===== config.mk =====
export PLATFORM = sky130hd
export DESIGN_NAME = mem_stage
export DESIGN_NICKNAME = d
export VERILOG_FILES = /design/src/rtl/mem_stage.sv
export SDC_FILE = /design/constraint.sdc
export NUM_CORES = 1
export LEC_CHECK = 0
export BUFFER_PORTS_ARGS = -buffer_cell sky130_fd_sc_hd__buf_2
export CAP_MARGIN = 20
export CORE_UTILIZATION = 39
export DETAILED_ROUTE_END_ITERATION = 10
export GPL_TIMING_DRIVEN = 0
export HOLD_SLACK_MARGIN = 0.05
export PLACE_DENSITY = 0.73
export SYNTH_ARGS = -nofsm -noshare
export SYNTH_HDL_FRONTEND = slang
export SYNTH_SLANG_ARGS = --single-unit

===== constraint.sdc =====
create_clock -name clk -period 2.5 [get_ports clk]
set_input_delay 0.5 -clock clk [delete_from_list [all_inputs] [get_ports clk]]
set_output_delay 0.5 -clock clk [all_outputs]
set_load 0.005 [all_outputs]

===== src/rtl/mem_stage.sv =====
// -----------------------------------------------------------------------------
// mem_stage
//
// Memory-access stage sitting between ex_mem and mem_wb. Loads and stores are
// carried out one byte per cycle over a byte-wide RAM port, little-endian,
// with no alignment restrictions (addresses wrap modulo 2^32). While an
// access is in flight, stall_req freezes everything upstream so the *_i
// inputs stay stable. All outputs are combinational; mem_wb registers them.
//
// Ports
//   clk          in   clock, rising edge
//   rst          in   synchronous active-high reset
//   mem_wd_i     in   destination register from ex_mem
//   mem_wreg_i   in   register write enable from ex_mem
//   mem_wdata_i  in   ALU result / effective address A
//   mem_op_i     in   0 NOP, 1 LB, 2 LH, 3 LW, 4 LBU, 5 LHU, 6 SB, 7 SH, 8 SW
//   mem_sdata_i  in   store data
//   ram_din      in   RAM read byte, valid the cycle after the address
//   ram_addr     out  RAM byte address
//   ram_dout     out  RAM write byte
//   ram_wr       out  1 = write ram_dout this cycle, 0 = read
//   stall_req    out  freeze upstream pipeline
//   wd_o         out  destination register to mem_wb
//   wreg_o       out  write enable to mem_wb
//   wdata_o      out  write-back data to mem_wb
// -----------------------------------------------------------------------------
module mem_stage (
    input  logic        clk,
    input  logic        rst,
    input  logic [4:0]  mem_wd_i,
    input  logic        mem_wreg_i,
    input  logic [31:0] mem_wdata_i,
    input  logic [3:0]  mem_op_i,
    input  logic [31:0] mem_sdata_i,
    input  logic [7:0]  ram_din,
    output logic [31:0] ram_addr,
    output logic [7:0]  ram_dout,
    output logic        ram_wr,
    output logic        stall_req,
    output logic [4:0]  wd_o,
    output logic        wreg_o,
    output logic [31:0] wdata_o
);

    localparam logic [3:0] OP_LB  = 4'd1;
    localparam logic [3:0] OP_LH  = 4'd2;
    localparam logic [3:0] OP_LW  = 4'd3;
    localparam logic [3:0] OP_LBU = 4'd4;
    localparam logic [3:0] OP_LHU = 4'd5;
    localparam logic [3:0] OP_SB  = 4'd6;
    localparam logic [3:0] OP_SH  = 4'd7;
    localparam logic [3:0] OP_SW  = 4'd8;

    typedef enum logic {IDLE, XFER} state_t;

    state_t      state;
    logic [2:0]  cnt;
    logic [23:0] cap_buf;   // bytes 0..2 of a load captured so far

    logic        is_load;
    logic        is_store;
    logic [2:0]  len;       // access width in bytes
    logic [2:0]  byte_idx;  // byte being addressed this cycle
    logic        load_done;
    logic        store_last;
    logic [7:0]  store_byte;
    logic [31:0] load_raw;
    logic [31:0] load_result;

    // Sign or zero extension of the assembled load bytes.
    function automatic logic [31:0] extend(input logic [31:0] raw,
                                           input logic [3:0]  op);
        logic [31:0] res;
        case (op)
            OP_LB:   res = {{24{raw[7]}}, raw[7:0]};
            OP_LBU:  res = {24'd0, raw[7:0]};
            OP_LH:   res = {{16{raw[15]}}, raw[15:0]};
            OP_LHU:  res = {16'd0, raw[15:0]};
            default: res = raw;
        endcase
        return res;
    endfunction

    // Opcode decode; 9..15 fall through as NOP.
    always_comb begin
        is_load  = 1'b0;
        is_store = 1'b0;
        len      = 3'd1;
        case (mem_op_i)
            OP_LB, OP_LBU: begin is_load  = 1'b1; len = 3'd1; end
            OP_LH, OP_LHU: begin is_load  = 1'b1; len = 3'd2; end
            OP_LW:         begin is_load  = 1'b1; len = 3'd4; end
            OP_SB:         begin is_store = 1'b1; len = 3'd1; end
            OP_SH:         begin is_store = 1'b1; len = 3'd2; end
            OP_SW:         begin is_store = 1'b1; len = 3'd4; end
            default:       begin is_load  = 1'b0; is_store = 1'b0; end
        endcase
    end

    // Cycle 0 of every access is spent in IDLE, so the byte index is the
    // counter only once the FSM has moved into XFER.
    assign byte_idx   = (state == XFER) ? cnt : 3'd0;
    assign load_done  = (state == XFER) && (cnt == len);
    assign store_last = (byte_idx == (len - 3'd1));

    always_comb begin
        case (byte_idx[1:0])
            2'd0:    store_byte = mem_sdata_i[7:0];
            2'd1:    store_byte = mem_sdata_i[15:8];
            2'd2:    store_byte = mem_sdata_i[23:16];
            default: store_byte = mem_sdata_i[31:24];
        endcase
    end

    // The final byte is never captured; it is taken straight from ram_din
    // in the done cycle and placed above the buffered bytes.
    always_comb begin
        case (len)
            3'd1:    load_raw = {24'd0, ram_din};
            3'd2:    load_raw = {16'd0, ram_din, cap_buf[7:0]};
            default: load_raw = {ram_din, cap_buf};
        endcase
        load_result = extend(load_raw, mem_op_i);
    end

    // Output decode: everything is forced to zero while reset is asserted
    // so an aborted access never leaks a write strobe or partial data.
    always_comb begin
        ram_addr  = 32'd0;
        ram_dout  = 8'd0;
        ram_wr    = 1'b0;
        stall_req = 1'b0;
        wd_o      = 5'd0;
        wreg_o    = 1'b0;
        wdata_o   = 32'd0;
        if (!rst) begin
            wd_o = mem_wd_i;
            if (is_load) begin
                if (load_done) begin
                    wreg_o  = mem_wreg_i;
                    wdata_o = load_result;
                end else begin
                    ram_addr  = mem_wdata_i + {29'd0, byte_idx};
                    stall_req = 1'b1;
                end
            end else if (is_store) begin
                ram_addr  = mem_wdata_i + {29'd0, byte_idx};
                ram_dout  = store_byte;
                ram_wr    = 1'b1;
                stall_req = !store_last;
            end else begin
                wreg_o  = mem_wreg_i;
                wdata_o = mem_wdata_i;
            end
        end
    end

    // FSM, byte counter and capture buffer
    always_ff @(posedge clk) begin
        if (rst) begin
            state   <= IDLE;
            cnt     <= 3'd0;
            cap_buf <= 24'd0;
        end else begin
            case (state)
                IDLE: begin
                    if (is_load) begin
                        state   <= XFER;
                        cnt     <= 3'd1;
                        cap_buf <= 24'd0;
                    end else if (is_store && !store_last) begin
                        state <= XFER;
                        cnt   <= 3'd1;
                    end
                end
                XFER: begin
                    if (is_load && !load_done) begin
                        case (cnt)
                            3'd1:    cap_buf[7:0]   <= ram_din;
                            3'd2:    cap_buf[15:8]  <= ram_din;
                            default: cap_buf[23:16] <= ram_din;
                        endcase
                        cnt <= cnt + 3'd1;
                    end else if (is_store && !store_last) begin
                        cnt <= cnt + 3'd1;
                    end else begin
                        // done cycle, or opcode dropped to NOP mid-access
                        state <= IDLE;
                        cnt   <= 3'd0;
                    end
                end
                default: begin
                    state <= IDLE;
                    cnt   <= 3'd0;
                end
            endcase
        end
    end

endmodule


After elaboration in Yosys (flattened, before gate mapping)
Cells that the tools add are included.
{"block": "word_totals", "ff_bits": 28, "in_bits": 84, "out_inout_bits": 80, "wordCells": 90}
{"block": "classes", "addsub": 3, "eq_ne": 22, "muxes": 45, "bitwise_logic": 1, "reduce_logical": 14}
{"op": "two-way mux 32 bit", "n": 8}
{"op": "case mux 32 bit (4 select lines)", "n": 1}
{"op": "case mux 32 bit (2 select lines)", "n": 1}
{"op": "two-way mux 24 bit", "n": 2}
{"op": "two-way mux 8 bit", "n": 6}
{"op": "case mux 24 bit (2 select lines)", "n": 1}
{"op": "adder 32 x 3 -> 32 bit", "n": 1}
{"op": "case mux 8 bit (3 select lines)", "n": 1}
{"op": "equality test 4 x 3 -> 1 bit, second input constant", "n": 4}
{"op": "two-way mux 1 bit", "n": 16}
{"op": "two-way mux 3 bit", "n": 5}
{"op": "case mux 3 bit (2 select lines)", "n": 2}
{"op": "AND reduction 3 bit", "n": 3}
{"op": "equality test 4 x 2 -> 1 bit, second input constant", "n": 2}
{"op": "equality test 3 x 1 -> 1 bit, second input constant", "n": 2}
{"op": "equality test 3 x 2 -> 1 bit, second input constant", "n": 2}
{"op": "equality test 3 bit", "n": 2}
{"op": "inequality test 2 x 1 -> 1 bit, second input constant", "n": 3}
{"op": "OR reduction 3 bit", "n": 2}
{"op": "two-way mux 5 bit", "n": 1}
{"op": "OR reduction 5 bit", "n": 1}
{"op": "equality test 4 x 1 -> 1 bit, second input constant", "n": 1}
{"op": "equality test 4 bit, second input constant", "n": 1}
{"op": "inequality test 2 bit, second input constant", "n": 2}
{"op": "11 further kinds", "n": 15}

Longest topological paths before layout
Gate-level depths: netlist (run 1).
{"block": "depth", "ltp_word": 10, "depth_mapped": 11, "depth_no_buf": 10}

Worst setup path before layout (run 1)
Ideal clock, no wire load.
{"block": "synth_timing", "kind": "in2out", "from": "in mem_op_i[0]", "to": "out wdata_o[21]", "t_arrival_ns": 2.177, "path_slack_ns": -0.177, "path_stages": 9, "path_cell_list": "mux2_1 > o221a_1 > buf_6 > o211ai_4 > and3_1 > buf_2 > buf_2 > o2111ai_1 > a21oi_1"}
{"block": "synth_via", "elab_chain_len": 9}
{"item": "start: declaration", "line_no": "33", "source": "input logic [3:0] mem_op_i,"}
{"item": "equality test 4 x 3 -> 1 bit (tied with other cells)", "line_no": "74, 89"}
{"item": "OR reduction 3 bit (no source line) or OR reduction 2 bit (tied branches)"}
{"item": "case mux 3 bit (2 select lines)", "line_no": "89", "source": "case (mem_op_i)"}
{"item": "equality test 3 x 2 -> 1 bit or equality test 3 x 1 -> 1 bit (tied branches)", "line_no": "118", "source": "case (len)"}
{"item": "case mux 32 bit (2 select lines)", "line_no": "118"}
{"item": "case mux 32 bit (4 select lines)", "line_no": "74", "source": "case (op)"}
{"item": "two-way mux 32 bit", "line_no": "139", "source": "if (load_done) begin"}
{"item": "two-way mux 32 bit *", "line_no": "138", "source": "if (is_load) begin"}
{"item": "two-way mux 32 bit *", "line_no": "136", "source": "if (!rst) begin"}
{"item": "end: declaration", "line_no": "42", "source": "output logic [31:0] wdata_o"}
Every way passes the cells marked *; elsewhere a longest branch is shown, timed or not.

Worst setup path in the final report (run 1)
{"block": "layout_timing", "from": "reg state", "to": "out ram_addr[18]"}
{"block": "layout_via", "elab_chain_len": 5}
{"item": "start: declaration", "line_no": "56", "source": "state_t state;"}
{"item": "start signal: assignment", "line_no": "161", "source": "state <= IDLE;"}
{"item": "start signal: assignment", "line_no": "168", "source": "state <= XFER;"}
{"item": "start signal: assignment", "line_no": "172", "source": "state <= XFER;"}
{"item": "two-way mux 3 bit", "line_no": "102", "source": "assign byte_idx = (state == XFER) ? cnt : 3'd0;"}
{"item": "adder 32 x 3 -> 32 bit", "line_no": "143, 147"}
{"item": "two-way mux 32 bit (on tied branches)", "line_no": "146, 139"}
{"item": "two-way mux 32 bit *", "line_no": "138"}
{"item": "two-way mux 32 bit *", "line_no": "136"}
{"item": "end: declaration", "line_no": "36", "source": "output logic [31:0] ram_addr,"}
Marks and branches as above.

==> results.txt, run 1 <==
status -> finished with violations
violated checks -> negative setup slack
Initial Util -> 39.94%
Worst-Skew Late Latency -> 0.29 ns
Buffers & Inverters on Critical Path -> 4
Async SR Flop Fraction -> 0%
clock share of power -> 22.7%
RR Endpoint -> cap_buf[15]$_SDFFE_PP0P_
WP data required -> 2.00 ns
core footprint -> 8175 sq um
Slowest-stage cell, CP -> fa_2
crit-path max cell delay -> 0.38 ns
layout cells sized above 1 -> 56.17%
Switching Power -> 621.9 uW
first-pass GRT wire length -> 21.87 mm
Worst Hold End -> cap_buf[6]$_SDFFE_PP0P_
critical path depth in cells -> 13
diodes inserted -> 0
Worst Path Arrival -> 2.39 ns
Overflow after GRT -> 0
CTS Sinks -> 28
Pleak -> 0.002447 uW
WHS -> 0.4949 ns
Total GRT Usage -> 32.02%
die height -> 93.51 microns
clk buf depth -> 2
DRT antenna net count -> 0
Syn Area/Cell -> 7.306 sq um
dpl hpwl -> 9.723 mm
deepest level of the CTS H-tree -> 1
synth top area cells -> dfxtp_1, nor2_1, a22o_1
num rows -> 33
Hold Path Origin -> cap_buf[6]$_SDFFE_PP0P_
IO Pins -> 164
RSZ-0062 raised after global routing -> yes
post-synthesis sequential area ratio -> 17.16%
min-delay worst type -> flip-flop to flip-flop
Max-Cap Viols -> 0
drt pass-1 iters -> 6
setup slack after layout -> -0.3880 ns
CTS hold repair buffers -> 0
sequential share of power -> 27.9%
design area -> 5714 sq um
# DRC -> 0
pin count of the biggest net entering global routing -> 17
number of global-route vias before repair -> 4268
PwrDens -> 289.5 nW/um^2
relative slew slack -> 49.09%
TritonCTS buffer count -> 3
combinational group share of total power -> 49.4%
DR vias/cell -> 6.215
area grow syn2layout -> 74.98%
clk_skew -> 0.005063 ns
CTS tree -> done
clock transition at the registers of the reported paths -> 0.11 ns
Max Fanout on Critical Path -> 4
initial drt markers -> 491
Critical R2R Launch -> cnt[0]$_SDFFE_PP0P_
Port Buf Inserts -> 161
Yosys reg bits -> 28
Syn Std Cell Area -> 3266 sq um
EDFF count, synth -> 0
share of Yosys cell area claimed by the top area cell type -> 17.16%
placed instance area -> 4348 sq um
Mapped Cells -> 447
final hold violation count -> 0
Synth Flop Type -> dfxtp_1
clock root cell -> clkbuf_8
switching share of total power -> 37.59%
element type at the critical path end -> output port
Die Footprint -> 8743 sq um
VDD IR-drop max -> 221.6 uV
CP Launch Type -> flip-flop
Pint -> 1032 uW
Final Cycle Share -> 115.5%
wire per inst -> 20.41 microns
Synth Warn # -> 0
FF-to-FF path depth -> 10
critical path type -> flip-flop to output port
fin nets -> 756
hold path depth -> 1
worst slew pin tran -> 0.7622 ns
Final min period -> 2.888 ns
crit-path cells -> buf_12 > nand2_8 > inv_4 > ha_4 > fa_2 > a21oi_4 > buf_6 > nor2_4 > and2_4 > nand2_2 > xor2_1 > nor2_1 > buf_2
FMAX -> 346.3 MHz
Routed WL -> 15.70 mm
r2r setup slk -> 0 ns
CP top delay family -> adder cells
Synth cell types -> 59
commonest non-fill, non-tap cell in the layout -> buf_2
most frequent cells in the layout -> buf_2, nor2_1, nand2_1, buf_4, buf_6
post-placement setup slack -> -0.6625 ns
initial antenna violation count -> 0
endpoints failing setup -> 74
syn_nets -> 538
Die Width -> 93.51 microns
Power Total -> 1654 uW
Max Slew Vio Count -> 0
via count -> 4779
post-synth top area cell -> dfxtp_1
GP Congestion -> 0.9842
==> synthesized netlist by cell type (9+ instances only) <==
| master | instances |
|---|---|
| nand3_1 | 10 |
| xnor2_1 | 11 |
| o2111ai_1 | 16 |
| xor2_1 | 19 |
| dfxtp_1 | 28 |
| nor2_1 | 60 |
| clkbuf_1 | 24 |
| nand2_1 | 44 |
| a22o_1 | 24 |
| inv_1 | 11 |
| o21ai_0 | 9 |
| or3_1 | 10 |
| a21oi_1 | 31 |
| and3_1 | 9 |
| a21o_1 | 10 |
| buf_2 | 9 |
==> logic make-up (layout without fill, tap and decap cells) <==
kind of cell             Yosys count  after routing  share of synthesized area, %
flip-flops                        28             28                         17.16
adder cells (fa/ha/maj)            8              8                         3.218
AO/OA/AOI/OAI                    142            142                         32.68
XOR/XNOR                          30             30                         8.046
AND/OR/NAND/NOR                  177            177                         27.78
multiplexers                      16             16                         5.249
buffers and inverters             46            263                         5.862
==> registers in the layout, summed over array words and instances, names as in the netlist <==
| signal | cells |
|---|---|
| state | 1 |
| cnt | 3 |
| cap_buf | 24 |
==> power groups by stage <==
| stage | clock network, uW | logic [uW] | registers [uW] |
|---|---|---|---|
| floorplan | 0 | 313 | 468 |
| global placement | 0 | 539 | 471 |
| detailed placement | 0 | 548 | 471 |
| CTS | 375 | 717 | 459 |
| global route | 399 | 857 | 462 |
| finish | 375 | 818 | 461 |
==> metrics by stage <==
stage | util, % | TNS [ns] | instances
2_1_floorplan | - | -0.6834 | 447
3_3_place_gp | 53.18 | -37.58 | 713
3_5_place_dp | 53.18 | -39.15 | 713
4_1_cts | 65.20 | -18.18 | 756
5_1_grt | 69.90 | -24.58 | 769
6_report | 69.90 | -20.20 | 769
==> layout make-up <==
class / instances / area [sq um]
Multi-Input combinational cell: 373 / 3228
Fill cell: 628 / 2461
Timing Repair Buffer: 220 / 1401
Sequential cell: 28 / 571.8
Buffer: 28 / 256.5
Tap cell: 105 / 131.4
Inverter: 11 / 53.80
Clock buffer: 3 / 41.29
Clock inverter: 1 / 30.03
==> routing by layer <==
metal | GRT usage, % | wire [microns] | share of wire [%]
met1 | 41.24 | 6255 | 40
met2 | 53.37 | 7293 | 46
met3 | 4.878 | 1369 | 8.7
met4 | 12.56 | 779 | 5.0
met5 | 0 | 0 | 0
==> worst max path at each step <==
stage | from | endpoint | slack [ns]
after floorplan | mem_op_i[0] | wdata_o[21] | -0.06
after global placement | mem_op_i[0] | wdata_o[28] | -0.64
after detailed placement | mem_op_i[0] | wdata_o[28] | -0.66
after CTS | state$_SDFF_PP0_ | ram_addr[28] | -0.37
after global routing | state$_SDFF_PP0_ | ram_addr[28] | -0.49
final | state$_SDFF_PP0_ | ram_addr[18] | -0.39
==> timing repair <==
item / 4_1_cts / 5_1_grt
buffers inserted: 39 / 18
cloned: 4 / 0
endpoints found under the setup margin: 77 / 99
pin swaps: 57 / 48
gates resized for setup: 140 / 71
Note: power is estimated with default switching activity, not from simulation.
==> inputs of run 2 (changes only) <==
Settings changed: CORE_MARGIN set to 2.
==> run 2 against run 1 <==
Net effect:
- the run still ends with negative setup slack left
- routed wire length is 1.7% lower
- non-clock buffer count is 4 lower
- count of clock-buffer cells in the layout stayed put
- die area is 4.3% higher
- combinational power hardly changed
- worst setup slack worse by 0.048 ns
- register-to-register slack better by 0.08 ns
- clock skew is 0.0025 ns lower
- final cell count is 0.52% lower
- flip-flop and latch count stayed put
- utilization is 0.66 points higher
==> results.txt, run 2 (same netlist as run 1, synthesis figures left out) <==
VDD IR-drop max -> 349.2 uV
DRT antenna net count -> 0
multi-input logic area -> 3322 sq um
element type at the critical path end -> output port
biggest regs -> cap_buf x24, cnt x3, state x1
RSZ-0062 raised after global routing -> yes
FF+latch area -> 571.8 sq um
FMAX -> 340.7 MHz
critical path type -> primary input to output port
Max-Cap Viols -> 0
CTS tree -> done
Die Footprint -> 9121 sq um
GP Congestion -> 0.9345
max reg flops -> 24
fin util -> 70.55%
deepest level of the CTS H-tree -> 1
pin count of the biggest net entering global routing -> 17
Power Total -> 1652 uW
status -> finished with violations
IO Pins -> 164
core footprint -> 8175 sq um
CTS hold repair buffers -> 0
layout cells sized above 1 -> 57.88%
Overflow after GRT -> 0
initial drt markers -> 324
DR vias/cell -> 6.146
clk buf depth -> 2
dpl hpwl -> 9.938 mm
fin nets -> 752
TritonCTS buffer count -> 3
first-pass GRT wire length -> 21.38 mm
Worst Path Arrival -> 2.44 ns
die height -> 95.51 microns
WHS -> 0.4924 ns
Die Width -> 95.51 microns
Reg with most FFs -> cap_buf
Worst Hold End -> cap_buf[5]$_SDFFE_PP0P_
setup slack after layout -> -0.4355 ns
clock root cell -> clkbuf_8
final hold violation count -> 0
Max Fanout on Critical Path -> 6
wire per inst -> 20.18 microns
diodes inserted -> 0
Worst-Skew Late Latency -> 0.28 ns
min-delay worst type -> flip-flop to flip-flop
WP data required -> 2.00 ns
Pleak -> 0.002410 uW
# DRC -> 0
CP Launch Type -> primary input
clock transition at the registers of the reported paths -> 0.10 ns
number of global-route vias before repair -> 4182
commonest non-fill, non-tap cell in the layout -> buf_2
endpoints failing setup -> 69
clk_skew -> 0.002593 ns
drt pass-1 iters -> 5
Hold Path Origin -> cap_buf[5]$_SDFFE_PP0P_
CTS Sinks -> 28
Max Slew Vio Count -> 0
num rows -> 33
Total GRT Usage -> 29.63%
initial antenna violation count -> 0
FF-to-FF path depth -> 8
PwrDens -> 286.4 nW/um^2
hold path depth -> 1
via count -> 4702
r2r setup slk -> 0.08 ns
relative slew slack -> 52.69%
Initial Util -> 39.94%
Routed WL -> 15.44 mm
RR Endpoint -> cap_buf[12]$_SDFFE_PP0P_
worst slew pin tran -> 0.7083 ns
violated checks -> negative setup slack
area grow syn2layout -> 76.63%
Final Cycle Share -> 117.4%
Fill cells -> 605
Final min period -> 2.936 ns
Critical R2R Launch -> cnt[1]$_SDFFE_PP0P_
Port Buf Inserts -> 161
TNS Setup -> -22.47 ns
most frequent cells in the layout -> buf_2, nand2_1, nor2_1
## run 2: changes by cell type in the layout (fill, tap and decap cells not counted), moves of 3 or more
cell and change:
a2bb2oi_2 +3, a2bb2oi_4 -3, buf_4 -5, clkbuf_2 -5
nand2_2 -3, nor2_1 -11, nor2_2 +6, nor2_4 +5
o2111ai_2 -4, xor2_1 -4, xor2_2 +4
## run 2: critical path: stages
cell,delay (ns)
buf_6,0.10
buf_8,0.12
buf_6,0.12
and2_4,0.15
o211ai_1,0.28
o211ai_4,0.16
buf_6,0.15
a31oi_4,0.20
o21bai_4,0.14
buf_6,0.15
buf_4,0.12
nor2_1,0.09
buf_2,0.14
## run 2: how the worst max path moves through the flow
| stage | from | end | slack, ns |
|---|---|---|---|
| floorplan | mem_op_i[0] | wdata_o[21] | -0.06 |
| global placement | mem_op_i[0] | wdata_o[29] | -0.67 |
| detailed placement | mem_op_i[0] | wdata_o[28] | -0.69 |
| CTS | state$_SDFF_PP0_ | ram_addr[26] | -0.36 |
| global route | mem_op_i[3] | ram_addr[31] | -0.49 |
| finish | mem_op_i[2] | ram_addr[31] | -0.44 |
## run 2: through the flow
| step | instances | instance area (sq um) | worst slack, ns |
|---|---|---|---|
| CTS | 758 | 5278 | -0.3648 |
| global placement | 713 | 4348 | -0.6689 |
| detailed placement | 713 | 4348 | -0.6861 |
| global route | 765 | 5768 | -0.4923 |
| floorplan | 447 | 3411 | -0.06096 |
| finish | 765 | 5768 | -0.4355 |
## run 2: what timing repair did
item	4_1_cts	5_1_grt
setup endpoints to repair	77	98
pin swaps	67	37
gates resized for setup	129	109
cloned	4	0
setup buffers	40	14
## run 2: metal layers
metal | GRT usage [%] | vias up | routed length, microns
li1 | - | 2091 | -
met1 | 38.24 | 2247 | 6086
met2 | 50.12 | 300 | 7346
met3 | 5.534 | 64 | 1377
met4 | 8.929 | 0 | 628
met5 | 0 | - | 0
## run 2: power breakdown
| part | internal [uW] | leakage (uW) | switching (uW) |
|---|---|---|---|
| Clock | 215 | 0.0000357 | 154 |
| Combinational | 362 | 0.00215 | 456 |
| Sequential | 452 | 0.000228 | 13.2 |
| Total | 1030 | 0.00241 | 623 |
## run 2: layout make-up
| type | count | share of cell area, % |
|---|---|---|
| Clock buffer | 3 | 0.7158 |
| Sequential cell | 28 | 9.913 |
| Clock inverter | 1 | 0.5206 |
| Inverter | 11 | 0.9328 |
| Tap cell | 105 | 2.278 |
| Multi-Input combinational cell | 373 | 57.59 |
| Buffer | 28 | 4.230 |
| Timing Repair Buffer | 216 | 23.82 |
